--- config.mk ---
export PLATFORM = sky130hd
export DESIGN_NAME = ula_multiciclo
export DESIGN_NICKNAME = d
export VERILOG_FILES = /design/src/rtl/ula_multiciclo.sv
export SDC_FILE = /design/constraint.sdc
export NUM_CORES = 1
export LEC_CHECK = 0
export CAP_MARGIN = 10
export CORE_MARGIN = 1.5
export CORE_UTILIZATION = 45
export DETAILED_ROUTE_END_ITERATION = 7
export PLACE_DENSITY = 0.72
export SETUP_SLACK_MARGIN = 0.2
export SLEW_MARGIN = 10
export SYNTH_ARGS = -nofsm -noshare
export SYNTH_HDL_FRONTEND = slang
export SYNTH_SLANG_ARGS = --single-unit
--- constraint.sdc ---
create_clock -name clk -period 4.23 [get_ports clk]
set_input_delay 0.6345 -clock clk [delete_from_list [all_inputs] [get_ports clk]]
set_output_delay 0.6345 -clock clk [all_outputs]
set_load 0.01 [all_outputs]
--- src/rtl/ula_multiciclo.sv ---
// ula_multiciclo: multi-cycle ALU for the EX stage.
// Single-cycle ops (add/sub/logic/compare/shift) complete through a one-cycle
// DONE state. MULT is an iterative shift-add and DIV an iterative restoring
// divide, both WIDTH iterations, both writing {HI,LO}. busy stalls the pipe.
// Optional feature: define SIGNED_MULDIV_EN to add MULTS (1110) and DIVS
// (1111) in two's complement; without it those codes are unknown opcodes.
module ula_multiciclo #(
    parameter int WIDTH = 32
) (
    input  logic                 clk,
    input  logic                 rst_n,
    input  logic                 start,
    input  logic [3:0]           op,
    input  logic [WIDTH-1:0]     a,
    input  logic [WIDTH-1:0]     b,
    output logic                 busy,
    output logic                 done,
    output logic [WIDTH-1:0]     result,
    output logic [2*WIDTH-1:0]   hilo,
    output logic                 hilo_we,
    output logic                 flag,
    output logic                 div_zero
);

    localparam int SHAMT_W = $clog2(WIDTH);
    localparam int CNT_W   = $clog2(WIDTH);

    localparam logic [3:0] OP_ADD   = 4'b0000;
    localparam logic [3:0] OP_SUB   = 4'b0001;
    localparam logic [3:0] OP_MULT  = 4'b0010;
    localparam logic [3:0] OP_DIV   = 4'b0011;
    localparam logic [3:0] OP_AND   = 4'b0100;
    localparam logic [3:0] OP_OR    = 4'b0101;
    localparam logic [3:0] OP_SLT   = 4'b0110;
    localparam logic [3:0] OP_SGT   = 4'b0111;
    localparam logic [3:0] OP_SEQ   = 4'b1000;
    localparam logic [3:0] OP_SLE   = 4'b1001;
    localparam logic [3:0] OP_SGE   = 4'b1010;
    localparam logic [3:0] OP_SLL   = 4'b1011;
    localparam logic [3:0] OP_SRL   = 4'b1100;
    localparam logic [3:0] OP_SNE   = 4'b1101;
`ifdef SIGNED_MULDIV_EN
    localparam logic [3:0] OP_MULTS = 4'b1110;
    localparam logic [3:0] OP_DIVS  = 4'b1111;
`endif

    typedef enum logic [1:0] {
        S_IDLE,
        S_MUL,
        S_DIV,
        S_DONE
    } state_e;

    state_e               state_q,    state_d;
    logic [3:0]           op_q,       op_d;
    logic [WIDTH-1:0]     a_q,        a_d;
    logic [WIDTH-1:0]     b_q,        b_d;
    logic [2*WIDTH-1:0]   acc_q,      acc_d;
    logic [CNT_W-1:0]     cnt_q,      cnt_d;
    logic                 busy_q,     busy_d;
    logic                 done_q,     done_d;
    logic [WIDTH-1:0]     result_q,   result_d;
    logic [2*WIDTH-1:0]   hilo_q,     hilo_d;
    logic                 hilo_we_q,  hilo_we_d;
    logic                 flag_q,     flag_d;
    logic                 div_zero_q, div_zero_d;

`ifdef SIGNED_MULDIV_EN
    logic                 neg_a_q,    neg_a_d;
    logic                 neg_b_q,    neg_b_d;
    logic [WIDTH-1:0]     a_abs;
    logic [WIDTH-1:0]     b_abs;
`endif

    // Iteration datapath
    logic [WIDTH:0]       mul_sum;
    logic [2*WIDTH-1:0]   mul_next;
    logic [WIDTH:0]       div_rem_sh;
    logic [WIDTH:0]       div_diff;
    logic [2*WIDTH-1:0]   div_next;

    // Completion values
    logic [WIDTH-1:0]     alu_result;
    logic                 alu_flag;
    logic [2*WIDTH-1:0]   prod_final;
    logic [WIDTH-1:0]     quot_final;
    logic [WIDTH-1:0]     rem_final;
    logic                 op_is_mul;
    logic                 op_is_div;

    assign busy     = busy_q;
    assign done     = done_q;
    assign result   = result_q;
    assign hilo     = hilo_q;
    assign hilo_we  = hilo_we_q;
    assign flag     = flag_q;
    assign div_zero = div_zero_q;

`ifdef SIGNED_MULDIV_EN
    // Operand magnitudes for the signed variants, taken at acceptance
    always_comb begin
        a_abs = a[WIDTH-1] ? -a : a;
        b_abs = b[WIDTH-1] ? -b : b;
    end
`endif

    // One multiply step (acc = {partial, multiplier}) and one restoring divide
    // step (acc = {remainder, dividend/quotient}); divisor and multiplicand in a_q/b_q
    always_comb begin
        mul_sum    = {1'b0, acc_q[2*WIDTH-1:WIDTH]} + (acc_q[0] ? {1'b0, a_q} : '0);
        mul_next   = {mul_sum, acc_q[WIDTH-1:1]};
        div_rem_sh = {acc_q[2*WIDTH-1:WIDTH], acc_q[WIDTH-1]};
        div_diff   = div_rem_sh - {1'b0, b_q};
        if (div_diff[WIDTH]) begin
            div_next = {div_rem_sh[WIDTH-1:0], acc_q[WIDTH-2:0], 1'b0};
        end else begin
            div_next = {div_diff[WIDTH-1:0], acc_q[WIDTH-2:0], 1'b1};
        end
    end

    // Single-cycle ALU evaluated on the registered operands
    always_comb begin
        alu_result = '0;
        alu_flag   = 1'b0;
        case (op_q)
            OP_ADD: alu_result = a_q + b_q;
            OP_SUB: alu_result = a_q - b_q;
            OP_AND: alu_result = a_q & b_q;
            OP_OR:  alu_result = a_q | b_q;
            OP_SLL: alu_result = a_q << b_q[SHAMT_W-1:0];
            OP_SRL: alu_result = a_q >> b_q[SHAMT_W-1:0];
            OP_SLT: begin
                alu_flag   = (a_q < b_q);
                alu_result = {{(WIDTH-1){1'b0}}, alu_flag};
            end
            OP_SEQ: begin
                alu_flag   = (a_q == b_q);
                alu_result = {{(WIDTH-1){1'b0}}, alu_flag};
            end
            OP_SGT: alu_flag = (a_q > b_q);
            OP_SLE: alu_flag = (a_q <= b_q);
            OP_SGE: alu_flag = (a_q >= b_q);
            OP_SNE: alu_flag = (a_q != b_q);
            default: begin
                alu_result = '0;
                alu_flag   = 1'b0;
            end
        endcase
    end

    // Final HI/LO values; signed variants get their sign applied here
    always_comb begin
        op_is_mul  = (op_q == OP_MULT);
        op_is_div  = (op_q == OP_DIV);
        prod_final = acc_q;
        quot_final = acc_q[WIDTH-1:0];
        rem_final  = acc_q[2*WIDTH-1:WIDTH];
`ifdef SIGNED_MULDIV_EN
        if (op_q == OP_MULTS) begin
            op_is_mul = 1'b1;
            if (neg_a_q ^ neg_b_q) begin
                prod_final = -acc_q;
            end
        end
        if (op_q == OP_DIVS) begin
            op_is_div = 1'b1;
            if (neg_a_q ^ neg_b_q) begin
                quot_final = -acc_q[WIDTH-1:0];
            end
            if (neg_a_q) begin
                rem_final = -acc_q[2*WIDTH-1:WIDTH];
            end
        end
`endif
    end

    // Next-state and next-output computation for the whole FSM
    always_comb begin
        state_d    = state_q;
        op_d       = op_q;
        a_d        = a_q;
        b_d        = b_q;
        acc_d      = acc_q;
        cnt_d      = cnt_q;
        busy_d     = busy_q;
        done_d     = 1'b0;
        hilo_we_d  = 1'b0;
        result_d   = result_q;
        hilo_d     = hilo_q;
        flag_d     = flag_q;
        div_zero_d = div_zero_q;
`ifdef SIGNED_MULDIV_EN
        neg_a_d    = neg_a_q;
        neg_b_d    = neg_b_q;
`endif
        case (state_q)
            S_IDLE: begin
                if (start) begin
                    op_d  = op;
                    a_d   = a;
                    b_d   = b;
                    cnt_d = '0;
                    acc_d = '0;
`ifdef SIGNED_MULDIV_EN
                    neg_a_d = 1'b0;
                    neg_b_d = 1'b0;
`endif
                    case (op)
                        OP_MULT: begin
                            acc_d   = {{WIDTH{1'b0}}, b};
                            state_d = S_MUL;
                            busy_d  = 1'b1;
                        end
                        OP_DIV: begin
                            acc_d = {{WIDTH{1'b0}}, a};
                            if (b == '0) begin
                                state_d = S_DONE;
                            end else begin
                                state_d = S_DIV;
                                busy_d  = 1'b1;
                            end
                        end
`ifdef SIGNED_MULDIV_EN
                        OP_MULTS: begin
                            a_d     = a_abs;
                            b_d     = b_abs;
                            neg_a_d = a[WIDTH-1];
                            neg_b_d = b[WIDTH-1];
                            acc_d   = {{WIDTH{1'b0}}, b_abs};
                            state_d = S_MUL;
                            busy_d  = 1'b1;
                        end
                        OP_DIVS: begin
                            a_d     = a_abs;
                            b_d     = b_abs;
                            neg_a_d = a[WIDTH-1];
                            neg_b_d = b[WIDTH-1];
                            acc_d   = {{WIDTH{1'b0}}, a_abs};
                            if (b == '0) begin
                                state_d = S_DONE;
                            end else begin
                                state_d = S_DIV;
                                busy_d  = 1'b1;
                            end
                        end
`endif
                        default: state_d = S_DONE;
                    endcase
                end
            end
            S_MUL: begin
                acc_d = mul_next;
                cnt_d = cnt_q + 1'b1;
                if (cnt_q == CNT_W'(WIDTH-1)) begin
                    state_d = S_DONE;
                    busy_d  = 1'b0;
                end
            end
            S_DIV: begin
                acc_d = div_next;
                cnt_d = cnt_q + 1'b1;
                if (cnt_q == CNT_W'(WIDTH-1)) begin
                    state_d = S_DONE;
                    busy_d  = 1'b0;
                end
            end
            S_DONE: begin
                state_d    = S_IDLE;
                done_d     = 1'b1;
                div_zero_d = 1'b0;
                if (op_is_mul) begin
                    result_d  = '0;
                    flag_d    = 1'b0;
                    hilo_d    = prod_final;
                    hilo_we_d = 1'b1;
                end else if (op_is_div) begin
                    result_d  = '0;
                    flag_d    = 1'b0;
                    hilo_we_d = 1'b1;
                    if (b_q == '0) begin
                        hilo_d     = '0;
                        div_zero_d = 1'b1;
                    end else begin
                        hilo_d = {rem_final, quot_final};
                    end
                end else begin
                    result_d = alu_result;
                    flag_d   = alu_flag;
                end
            end
            default: begin
                state_d = S_IDLE;
                busy_d  = 1'b0;
            end
        endcase
    end

    // State and registered outputs; synchronous reset abandons any op
    always_ff @(posedge clk) begin
        if (!rst_n) begin
            state_q    <= S_IDLE;
            op_q       <= '0;
            a_q        <= '0;
            b_q        <= '0;
            acc_q      <= '0;
            cnt_q      <= '0;
            busy_q     <= 1'b0;
            done_q     <= 1'b0;
            result_q   <= '0;
            hilo_q     <= '0;
            hilo_we_q  <= 1'b0;
            flag_q     <= 1'b0;
            div_zero_q <= 1'b0;
`ifdef SIGNED_MULDIV_EN
            neg_a_q    <= 1'b0;
            neg_b_q    <= 1'b0;
`endif
        end else begin
            state_q    <= state_d;
            op_q       <= op_d;
            a_q        <= a_d;
            b_q        <= b_d;
            acc_q      <= acc_d;
            cnt_q      <= cnt_d;
            busy_q     <= busy_d;
            done_q     <= done_d;
            result_q   <= result_d;
            hilo_q     <= hilo_d;
            hilo_we_q  <= hilo_we_d;
            flag_q     <= flag_d;
            div_zero_q <= div_zero_d;
`ifdef SIGNED_MULDIV_EN
            neg_a_q    <= neg_a_d;
            neg_b_q    <= neg_b_d;
`endif
        end
    end

endmodule

==> results.toml, run 1 <==
[outcome]
status = "complete, no violations"

[sta]
finalSetupTns_ns = 0
drv_slew = 0
worstMarginPinSlew_ns = 1.11
fin_crit_sh = 0.929
skew_ns = 0.0426
max_slew_margin = 0.254
finalSetupViolCount = 0
clock.fmax_mhz = 255
finalHoldViolCount = 0
min_period_ns = 3.93
rsz0062_at_grt = "no"

[floorplan]
dieArea_um2 = 51200
ios = 172
coreArea_um2 = 49100
die_x_um = 226
rows = 81
start_util = 0.457
die_h_um = 226

[route]
finalWirelength_um = 108000
drtIter0Drc = 3044
via_per_inst = 6.60
drtAntennaViolNets = 0
wire_per_inst_um = 28.6
vias = 24900
drc = 0
drt-pass1-iter-count = 6

[global_routing]
grt_first_pass_wirelength_um = 157000
grt_max_degree = 102
antenna_found_initial = 6
grt_pass1_vias = 23300
grtUsageTotal = 0.413
gr-total-overflow = 0

[worst_setup_path]
r2r-start = "b_q[7]"
crit_required_ns = 4.71
crit_type = "reg2reg"
r2r_end = "result[29]"
cp-end-kind = "register"
path_max_fanout = 8
rr_worst_depth = 13
rrSetupSlack_ns = 0.30
worstPathArrival_ns = 4.41
cp-start-kind = "register"

[clock_network]
cts_htree_levels = 1
numCtsBuffers = 30
cts_tree = "built"
clockBufferDepth = 3
worstSkewPairLatency_ns = 0.62
post-cts-setup-buffers = 0
path_clk_slew_ns = 0.07
cts.sinks = 240
cts_root_buffer = "clkbuf_16"

[final_layout]
fin_area_um2 = 26400
drive_above_1_share = 0.101
area_delta_synth_final_pct = 18.0
most-common-layout-cells = "412 x nand2_1, 237 x dfxtp_1, 185 x ha_1, 173 x nor2_1, 170 x o21ai_0"
finalNetCount = 3342
layout_commonest_cell = "nand2_1"
finish.utilization = 0.539

[synth]
synth_flop_cell = "dfxtp_1"
synth_edf_count = 0
yosysUniqueCellTypes = 90
syn_area_um2 = 22400
synth_top_cell_area_share = 0.214
avgSynthCellArea_um2 = 7.66
synth_seq_cells = 240
synth_top_area_cell = "dfxtp_1"
ys_warn_count = 0
yosysSeqAreaShare = 0.214
synthTopCellsByArea = "dfxtp_1 21%, ha_1 10%, nand2_1 6.9%"
async_reset_ff_frac = 0
synth_cells = 2927
synth_fp_nets = 3188

[placement]
place_hpwl_um = 83000
port_buffers = 171
gp_congestion = 1.08
dpl_cell_area_um2 = 25400

[hold_path]
hold_depth = 3
hold_end = "acc_q[36]"
hold_path_class = "in2reg"
holdCritStartpoint = "rst_n"

[power]
cellLeakagePower_nw = 10.5
p_per_area_nw_per_um2 = 478
swShare = 0.487
clkPwrFrac = 0.216
ir_drop_v = 0.000400
comb_power_share = 0.561
switching_power_mw = 6.14
intPower_mw = 6.48
seqPwrFrac = 0.223

[job]
maxCapViolCount = 0
==> sequential cells by signal, summed over array words and instances (netlist names) <==
| register | count |
|---|---|
| busy | 1 |
| state_q | 2 |
| op_q | 4 |
| cnt_q | 5 |
| done | 1 |
| hilo_we | 1 |
| div_zero | 1 |
| result | 32 |
| hilo | 64 |
| b_q | 32 |
| flag | 1 |
| a_q | 32 |
| acc_q | 64 |
==> per-stage QoR <==
| step | worst slack (ns) | power (mW) | instances | hold slack [ns] |
|---|---|---|---|---|
| after floorplan | 0.414 | 6.96 | 2927 | 0.473 |
| after global placement | 0.438 | 9.62 | 3713 | 0.442 |
| after detailed placement | 0.455 | 9.63 | 3713 | 0.445 |
| after CTS | 0.403 | 12.4 | 3765 | 0.345 |
| after global routing | 0.215 | 13.1 | 3765 | 0.392 |
| final | 0.301 | 12.6 | 3766 | 0.381 |
==> per-layer routing <==
| metal | vias up | wire [um] | track usage |
|---|---|---|---|
| met1 | 12000 | 44900 | 0.562 |
| met5 | - | 43 | 0 |
| li1 | 11000 | - | - |
| met4 | 6 | 6080 | 0.205 |
| met2 | 1537 | 45200 | 0.614 |
| met3 | 280 | 11700 | 0.0896 |
==> final cells by class <==
class,instances,area [um2]
tap,664,831
clock inverter,14,178
multi-input combinational,2342,16300
sequential,240,4810
inverter,130,488
fill,4702,22600
antenna,1,2.50
clock buffer,38,831
timing repair buffer,337,2980
==> cell usage after synthesis, types with 31 or more instances <==
master,count
buf_1,32
and2_1,51
nor2_1,174
a22o_1,31
a211oi_1,55
mux4_2,40
nand3_1,110
inv_1,128
mux2i_1,96
ha_1,186
o211ai_1,31
xnor2_1,38
o211a_1,34
nor3_1,42
a21oi_1,169
o311ai_0,36
clkbuf_1,155
nand2_1,413
a21o_1,31
nor2b_1,38
a21boi_0,139
dfxtp_1,240
o21ai_0,170
==> cells by family (layout without fill, tap and decap cells) <==
group,after synthesis,in the layout,share of synthesized area
AOI/OAI and AO/OA,965,965,0.303
other,0,1,0
adders and majority gates,190,190,0.107
muxes,148,148,0.0891
DFF,240,240,0.214
and+or+nand+nor,977,977,0.202
buffers and inverters,345,519,0.0602
xor gates and xnor gates,62,62,0.0242
==> power by group through the flow <==
stage          registers, mW  clock network, mW  logic, mW
4_1_cts                 2.80               2.75       6.81
3_3_place_gp            2.85                  0       6.78
2_1_floorplan           2.78                  0       4.18
6_report                2.82               2.73       7.08
3_5_place_dp            2.85                  0       6.77
5_1_grt                 2.84               2.83       7.42
==> timing repair <==
| item | CTS | global route |
|---|---|---|
| setup endpoints to repair | 0 | 6 |
| resized for setup | 0 | 2 |
| hold buffers | 0 | 0 |
==> worst max-delay path by stage <==
stage | start | to | slack [ns] | cells past startpoint
after floorplan | b_q[2] | acc_q[38] | 0.41 | 15
after global placement | b_q[7] | result[29] | 0.44 | 13
after detailed placement | b_q[7] | result[29] | 0.45 | 13
after CTS | b_q[7] | result[29] | 0.40 | 13
after global routing | acc_q[0] | acc_q[48] | 0.22 | 11
final | b_q[7] | result[29] | 0.30 | 13
==> worst max-delay path, stage by stage (launching register included) <==
cell and delay, ns:
dfxtp_1 0.49, inv_1 0.23, ha_1 0.52, inv_1 0.13, a21oi_1 0.21, o311ai_0 0.26, buf_4 0.22, o211ai_1 0.29
buf_4 0.20, a21oi_1 0.20, a211o_1 0.32, a221oi_1 0.37, mux2i_1 0.28, nand2_1 0.08
Note: power is estimated with default switching activity, not from simulation.
==> inputs of run 2 (changes only) <==
Settings changed: CORE_MARGIN 1.5 to 2, SLEW_MARGIN 10 to 30.
==> run 2 against run 1 <==
  * The run now ends with DRC left
  * Utilization up 0.23 points
  * Via count barely moved
  * Final cell count up 0.11%
  * Routed wire length down 3.8%
  * Clock skew decreased by 0.0032 ns
  * Sequential cell count unchanged
  * Non-clock buffer count shrank 1
  * Die area increased by 0.89%
  * Fmax increased by 1.5%
  * Register-to-register slack improved by 0.06 ns
  * Combinational power is 0.7% lower
  * Final area is 0.43% higher
  * Critical path type unchanged
==> results.toml, run 2 (synthesis results as in run 1) <==
[outcome]
status = "finished, violations left"
violations = "DRC"

[sta]
max_slew_margin = 0.329
worst_hold_slack_ns = 0.460
finalSetupViolCount = 0
rsz0062_at_grt = "no"
worstMarginPinSlew_ns = 1.01
finalHoldViolCount = 0
skew_ns = 0.0394
finalSetupTns_ns = 0
min_period_ns = 3.87
drv_slew = 0
clock.fmax_mhz = 258
worst_slack_ns = 0.360
fin_crit_sh = 0.915

[global_routing]
grt_first_pass_wirelength_um = 152000
grt_pass1_vias = 23300
gr-total-overflow = 0
grtUsageTotal = 0.394
antenna_found_initial = 6
grt_max_degree = 91

[route]
drtIter0Drc = 3187
topRoutingLayerUsed = "met5"
drt-pass1-iter-count = 8
vias = 24800
drc = 2
drtAntennaViolNets = 0
m1WireLength_um = 43700
met2_length_um = 42900
wire_per_inst_um = 27.5
finalWirelength_um = 104000
via_per_inst = 6.59
dr_wl_met3_um = 11200

[placement]
place_hpwl_um = 80400
dp_cells = 3712
post-place-ws_ns = 0.310
gp_congestion = 1.08
port_buffers = 171

[floorplan]
dieArea_um2 = 51600
coreArea_um2 = 49100
start_util = 0.457
die_h_um = 227
die_x_um = 227
ios = 172
rows = 81

[worst_setup_path]
cp-start-kind = "register"
cp-end-kind = "register"
worst_path_max_delay_cell = "a221oi_1"
cp_common_cell = "buf_4"
crit_path_cell_trace = "inv_1 -> buf_4 -> ha_1 -> o21bai_1 -> a221oi_1 -> nor2b_1 -> buf_4 -> o21ai_0 -> a21boi_1 -> buf_4 -> or3_1 -> nand3_1 -> a21oi_1 -> or3b_1"
path_max_fanout = 18
worstPathArrival_ns = 4.35
cpPeakStageDelay_ns = 0.50
crit_required_ns = 4.71
crit_type = "reg2reg"

[final_layout]
finalNetCount = 3342
fin_cells = 3770
drive_above_1_share = 0.104
area_delta_synth_final_pct = 18.5
nFillCells = 4693
most-common-layout-cells = "412 x nand2_1, 236 x dfxtp_1, 184 x ha_1, 173 x nor2_1, 170 x o21ai_0"
layout_commonest_cell = "nand2_1"

[clock_network]
cts.sinks = 240
cts_root_buffer = "clkbuf_16"
clockBufferDepth = 3
cts_tree = "built"
numCtsBuffers = 31
worstSkewPairLatency_ns = 0.63
cts_htree_levels = 1
path_clk_slew_ns = 0.07

[power]
clkPwrFrac = 0.227
switching_power_mw = 6.13
intPower_mw = 6.61
p_total_mw = 12.7
seqPwrFrac = 0.221
swShare = 0.481
ir_drop_v = 0.000355
comb_power_share = 0.552
p_per_area_nw_per_um2 = 480
cellLeakagePower_nw = 10.5

[hold_path]
hold_path_class = "reg2reg"

[job]
maxCapViolCount = 0
## run 2: layout make-up
| type | count | area (um2) | share of cell area |
|---|---|---|---|
| inverter | 130 | 488 | 0.0184 |
| antenna | 1 | 2.50 | 0.0000942 |
| sequential | 240 | 4810 | 0.181 |
| clock buffer | 40 | 870 | 0.0327 |
| clock inverter | 17 | 210 | 0.00792 |
| tap | 664 | 831 | 0.0313 |
| timing repair buffer | 336 | 2980 | 0.112 |
| multi-input combinational | 2342 | 16400 | 0.616 |
## run 2: what timing repair did
item | in CTS | in global routing
hold buffers | 0 | 0
gates resized for setup | 0 | 6
hold endpoints to repair | 0 | 0
setup endpoints to repair | 0 | 15
buffers inserted | 0 | 0
## run 2: critical path, delay by kind of cell (launching register included)
| kind | cells | cell delay, ns |
|---|---|---|
| flops | 1 | 0.48 |
| fa+ha+maj | 1 | 0.36 |
| simple gates | 4 | 1.05 |
| compound gates | 5 | 1.06 |
| buf+inv | 4 | 0.77 |
## run 2: power groups by stage
stage	registers [mW]	clock network [mW]	logic (mW)
2_1_floorplan	2.78	0	4.18
3_3_place_gp	2.84	0	6.70
3_5_place_dp	2.85	0	6.70
4_1_cts	2.81	2.91	6.75
5_1_grt	2.85	2.99	7.38
6_report	2.82	2.89	7.03
## run 2: per-layer routing
layer | vias up | GRT usage
li1 | 11000 | -
met5 | - | 0
met4 | 8 | 0.187
met1 | 11800 | 0.552
met3 | 333 | 0.0709
met2 | 1620 | 0.581
## run 2: worst paths after layout
check	startpoint	end	slack [ns]	cells past startpoint
worst min register to register	result[10]	result[10]	0.46	2
worst min-delay path	result[10]	result[10]	0.46	2
worst max-delay path	b_q[1]	result[27]	0.36	14
worst max register to register	b_q[1]	result[27]	0.36	14
## run 2: per-stage QoR
step / area [um2] / utilization
after floorplan: 22400 / -
after global placement: 25400 / 0.518
after detailed placement: 25400 / 0.519
after CTS: 26500 / 0.541
after global routing: 26600 / 0.541
final: 26600 / 0.541
